--- src/rtl/mcu_bus_receiver.sv ---
// MCU parallel-bus front end: strobe synchroniser, command/data split,
// multi-beat word assembly and a show-ahead data FIFO with busy/error flags.
module mcu_bus_receiver #(
  parameter int BUS_WIDTH   = 8,
  parameter int WORD_WIDTH  = 16,
  parameter int FIFO_DEPTH  = 16,
  parameter int BUSY_MARGIN = 2,
  localparam int LVL_W      = $clog2(FIFO_DEPTH + 1)
) (
  input  logic                  system_clock,
  input  logic                  system_reset,
  input  logic                  bus_clock,
  input  logic [BUS_WIDTH-1:0]  signal_input,
  input  logic                  signal_command_data_input,
  output logic                  signal_command_data_output,
  output logic [BUS_WIDTH-1:0]  command,
  output logic                  command_valid,
  output logic [WORD_WIDTH-1:0] data_out,
  output logic                  data_valid,
  input  logic                  data_ready,
  output logic [LVL_W-1:0]      fifo_level,
  output logic                  overflow,
  output logic                  framing_error,
  input  logic                  clear_errors
);

  localparam int BEATS = WORD_WIDTH / BUS_WIDTH;
  localparam int PTR_W = (FIFO_DEPTH > 1) ? $clog2(FIFO_DEPTH) : 1;
  localparam int CNT_W = (BEATS > 1) ? $clog2(BEATS) : 1;

  logic                  sync_s1_r, sync_s2_r, sync_s3_r;
  logic [CNT_W-1:0]      beat_count_r;
  logic [WORD_WIDTH-1:0] asm_r;
  logic [WORD_WIDTH-1:0] mem_r [FIFO_DEPTH];
  logic [PTR_W-1:0]      wr_ptr_r, rd_ptr_r;
  logic [LVL_W-1:0]      level_r;
  logic [BUS_WIDTH-1:0]  command_r;
  logic                  command_valid_r;
  logic                  busy_r, overflow_r, framing_r;

  logic                  beat_s, cmd_beat_s, data_beat_s, last_beat_s;
  logic                  push_s, pop_s, full_s, push_ok_s;
  logic                  ovf_set_s, frm_set_s, busy_nxt_s;
  logic [LVL_W-1:0]      level_nxt_s;
  logic [WORD_WIDTH-1:0] word_s;

  // Beat detection, FIFO handshakes and next occupancy.
  always_comb begin
    beat_s      = sync_s2_r & ~sync_s3_r;
    cmd_beat_s  = beat_s & ~signal_command_data_input;
    data_beat_s = beat_s & signal_command_data_input;
    last_beat_s = (beat_count_r == CNT_W'(BEATS - 1));
    push_s      = data_beat_s & last_beat_s;
    pop_s       = (level_r != LVL_W'(0)) & data_ready;
    full_s      = (level_r == LVL_W'(FIFO_DEPTH));
    push_ok_s   = push_s & (~full_s | pop_s);
    ovf_set_s   = push_s & full_s & ~pop_s;
    frm_set_s   = cmd_beat_s & (beat_count_r != CNT_W'(0));
    word_s      = asm_r;
    word_s[int'(beat_count_r) * BUS_WIDTH +: BUS_WIDTH] = signal_input;
    case ({push_ok_s, pop_s})
      2'b10:   level_nxt_s = level_r + LVL_W'(1);
      2'b01:   level_nxt_s = level_r - LVL_W'(1);
      default: level_nxt_s = level_r;
    endcase
    busy_nxt_s = ((FIFO_DEPTH - int'(level_nxt_s)) <= BUSY_MARGIN);
  end

  // Control state: synchroniser, assembly, pointers, flags.
  always_ff @(posedge system_clock) begin
    if (system_reset) begin
      sync_s1_r       <= 1'b0;
      sync_s2_r       <= 1'b0;
      sync_s3_r       <= 1'b0;
      beat_count_r    <= CNT_W'(0);
      asm_r           <= {WORD_WIDTH{1'b0}};
      wr_ptr_r        <= PTR_W'(0);
      rd_ptr_r        <= PTR_W'(0);
      level_r         <= LVL_W'(0);
      command_r       <= {BUS_WIDTH{1'b0}};
      command_valid_r <= 1'b0;
      busy_r          <= 1'b0;
      overflow_r      <= 1'b0;
      framing_r       <= 1'b0;
    end else begin
      sync_s1_r       <= bus_clock;
      sync_s2_r       <= sync_s1_r;
      sync_s3_r       <= sync_s2_r;
      command_valid_r <= 1'b0;
      if (cmd_beat_s) begin
        // A command mid-word abandons the partial word.
        command_r       <= signal_input;
        command_valid_r <= 1'b1;
        beat_count_r    <= CNT_W'(0);
      end else if (data_beat_s) begin
        asm_r        <= word_s;
        beat_count_r <= last_beat_s ? CNT_W'(0) : beat_count_r + CNT_W'(1);
      end
      if (push_ok_s) wr_ptr_r <= wr_ptr_r + PTR_W'(1);
      if (pop_s)     rd_ptr_r <= rd_ptr_r + PTR_W'(1);
      level_r    <= level_nxt_s;
      busy_r     <= busy_nxt_s;
      overflow_r <= ovf_set_s | (overflow_r & ~clear_errors);
      framing_r  <= frm_set_s | (framing_r & ~clear_errors);
    end
  end

  // FIFO storage; contents are don't-care until written.
  always_ff @(posedge system_clock) begin
    if (push_ok_s) mem_r[wr_ptr_r] <= word_s;
  end

  assign data_valid                 = (level_r != LVL_W'(0));
  assign data_out                   = data_valid ? mem_r[rd_ptr_r] : {WORD_WIDTH{1'b0}};
  assign fifo_level                 = level_r;
  assign command                    = command_r;
  assign command_valid              = command_valid_r;
  assign overflow                   = overflow_r;
  assign framing_error              = framing_r;
  assign signal_command_data_output = busy_r;

endmodule

--- config.mk ---
export PLATFORM = sky130hd
export DESIGN_NAME = mcu_bus_receiver
export DESIGN_NICKNAME = d
export VERILOG_FILES = /design/src/rtl/mcu_bus_receiver.sv
export SDC_FILE = /design/constraint.sdc
export NUM_CORES = 1
export LEC_CHECK = 0
export ABC_AREA = 1
export ABC_CLOCK_PERIOD_IN_PS = 3000
export BUFFER_PORTS_ARGS = -buffer_cell sky130_fd_sc_hd__buf_2
export CAP_MARGIN = 20
export CORE_ASPECT_RATIO = 0.5
export CORE_MARGIN = 3
export CORE_UTILIZATION = 40
export CTS_CLUSTER_SIZE = 10
export DETAILED_ROUTE_END_ITERATION = 8
export GPL_TIMING_DRIVEN = 1
export PLACE_DENSITY_LB_ADDON = 0.15
export SETUP_SLACK_MARGIN = 0.3
export SYNTH_ARGS = -nofsm -noshare
export SYNTH_HDL_FRONTEND = slang
export SYNTH_SLANG_ARGS = --single-unit
--- constraint.sdc ---
create_clock -name system_clock -period 3 [get_ports system_clock]
set_clock_uncertainty 0.05 [all_clocks]
set_input_delay 0.15 -clock system_clock [delete_from_list [all_inputs] [get_ports system_clock]]
set_output_delay 0.15 -clock system_clock [all_outputs]
set_load 0.05 [all_outputs]
==> out/qor.yml <==
logic_synthesis:
  synth_area_per_cell_um2: 11.9
  synth_cell_type_count: 35
  ys_warn_count: 0
  synth-seq-cells: 305
  yosysSeqAreaShare: 0.702
  syn_area_um2: 12300
  synth_cells: 1041
  ys_async_sr_fraction: 0
  syn-num-nets: 1063
  synthFlopType: "edfxtp_1"
  synth_edf_count: 256
hold_path:
  hold-path-cell-count: 2
  hold_end: "sync_s2_r"
  hold_class: "in -> reg"
  hold_path_startpoint: "system_reset"
cts:
  htree_levels: 2
  numCtsBuffers: 36
  clk_pin_slew_ps: 50
  tritoncts: "built"
  insertion_delay_ps: 520
  clock_path_buffers: 3
  root_buffer: "clkbuf_16"
  cts_num_sinks: 305
power_and_ir_drop:
  leakagePower_nw: 5.04
  peakVddDrop_v: 0.000579
  power_density_nw_per_um2: 894
  finalPower_mw: 13.0
sta:
  max_slew.worst_pin.slew_ps: 826
  slew_headroom: 0.448
  final_hold_viol_count: 0
  finalSetupViolCount: 0
  min_period_ps: 2650
  fin_tns_setup_ps: 0
  timing.fmax_mhz: 377
  drv_slew: 0
  rsz0062_at_grt: "yes"
  finalWorstSetupSlack_ps: 345
  period_share: 0.885
routing:
  wl_um: 33300
  remaining_drc_errors: 0
  via_per_inst: 5.55
  vias: 8487
  avgRoutedWirePerCell_um: 21.8
  drtIter0Drc: 616
  first_pass_iters: 5
  final_antenna_net_count: 0
setup_path:
  reg2reg_slack_ps: 610
  crit_path_frequent_cell: "buf_4"
  criticalPathCategory: "reg -> out"
  arrival_ps: 2450
  crit_chain: "clkinv_4 -> buf_4 -> o21ai_0 -> o221ai_1 -> nand3_1 -> a21oi_1 -> buf_4"
  slowest_stage: "dfxtp_4"
  required_ps: 2800
  setup.worst_path.end_class: "primary output"
  slowest_delay_ps: 400
  reg2reg_from: "fifo_level[0]"
  cp-start-kind: "register"
  r2r_cells: 17
  crit_fanout: 26
  rr_endpoint: "signal_command_data_output"
layout:
  n_antenna_cell: 0
  fin_cells: 1530
  final_common_cell: "edfxtp_1"
  final_area_um2: 14500
  syn_to_final_growth_pct: 17.5
  layout_common_cells: "edfxtp_1, nor2_1, o21ai_0"
  nets: 1149
  drive_above_1_share: 0.169
grt:
  antenna_found_initial: 0
  grt_pass1_vias: 8358
  grt_usage: 0.205
  grt_max_degree: 65
  grt_first_pass_wirelength_um: 50400
  grt-ovfl-total: 0
die:
  pin_count: 48
  core_um2: 29700
  rows: 44
  die_h_um: 130
  initial_utilization: 0.416
  die_area_um2: 33100
  die_w_um: 254
placed_design:
  hpwl_um: 18900
  io_buffers: 47
  pre_cts_ws_ps: 635
  numPlacedInstances: 1465
  gp_congestion: 0.813
  placed_area_um2: 13300
outcome:
  status: "complete, no violations"
run:
  drv_cap: 0
-- cells in the mapped netlist (4+ instances only) --
library cell  instances  area (µm²)
a21oi_1              41         205
buf_2                12        60.1
clkbuf_1             47         176
dfxtp_1              49         981
edfxtp_1            256        7690
ha_1                  8         100
inv_1                50         188
inv_2                 4        15.0
nand2_1              60         225
nand2_2              11        68.8
nand3_1              51         255
nand3_2               6        60.1
nand4_1               5        31.3
nor2_1              177         664
nor2_4                4        45.0
o21ai_0             169         846
o21ai_1               6        30.0
o221ai_1             46         403
o22ai_1              18         113
-- cells by family after synthesis --
logic type                 share of synthesized area
adders and majority gates                    0.00811
buffers and inverters                         0.0387
AOI/OAI and AO/OA                              0.132
DFF                                            0.702
xor gates and xnor gates                    0.000710
and+or+nand+nor                                0.118
-- metal layers --
layer / track usage / vias to the layer above / share of wire
li1: - / 3942 / -
met1: 0.295 / 4154 / 0.46
met2: 0.314 / 317 / 0.44
met3: 0.0396 / 74 / 0.067
met4: 0.0727 / 0 / 0.029
met5: 0 / - / 0
-- state kept, by name (all words and copies together), names as in the netlist, 4 cells and up, named ones only --
register,count
asm_r,16
command,8
fifo_level,5
mem_r,256
rd_ptr_r,4
wr_ptr_r,4
-- final cells by class --
type,count,area [µm²]
Fill cell,2563,15200
Tap cell,391,489
Timing Repair Buffer,111,882
Multi-Input combinational cell,616,3230
Clock buffer,48,988
Sequential cell,305,8670
Inverter,57,221
Clock inverter,2,23.8
-- worst max-delay path by stage --
stage                                 endpoint  cells past startpoint  slack [ps]
floorplan           signal_command_data_output                     17         300
finish                             data_out[5]                      7         350
CTS                                data_out[2]                      9         340
global route                       data_out[2]                      9         250
detailed placement  signal_command_data_output                     17         630
global placement                   data_out[3]                      8         670
-- worst max-delay path: cells and delay by family (launching register included) --
kind                   cells  cell delay (ps)
buffers and inverters      3              710
AOI/OAI and AO/OA          3              640
DFF                        1              400
and+or+nand+nor            1              190
-- where the power goes --
part	switching, mW	total (mW)	internal [mW]
combinational	3.08	4.33	1.25
clock	1.58	3.86	2.28
sequential	0.0956	4.78	4.68
total	4.76	13.0	8.21
-- per-stage QoR --
step,utilization,hold WS [ps]
detailed placement,0.447,312
floorplan,-,184
finish,0.489,19.2
global route,0.489,32.9
global placement,0.447,305
CTS,0.488,9.61
-- what timing repair did --
item / 4_1_cts / 5_1_grt
buffers inserted: 2 / 0
gates resized for setup: 8 / 8
endpoints found under the hold margin: 19 / 0
gates cloned: 2 / 0
setup endpoints to repair: 12 / 7
hold buffers: 11 / 0
Note: power is estimated with default switching activity, not from simulation.
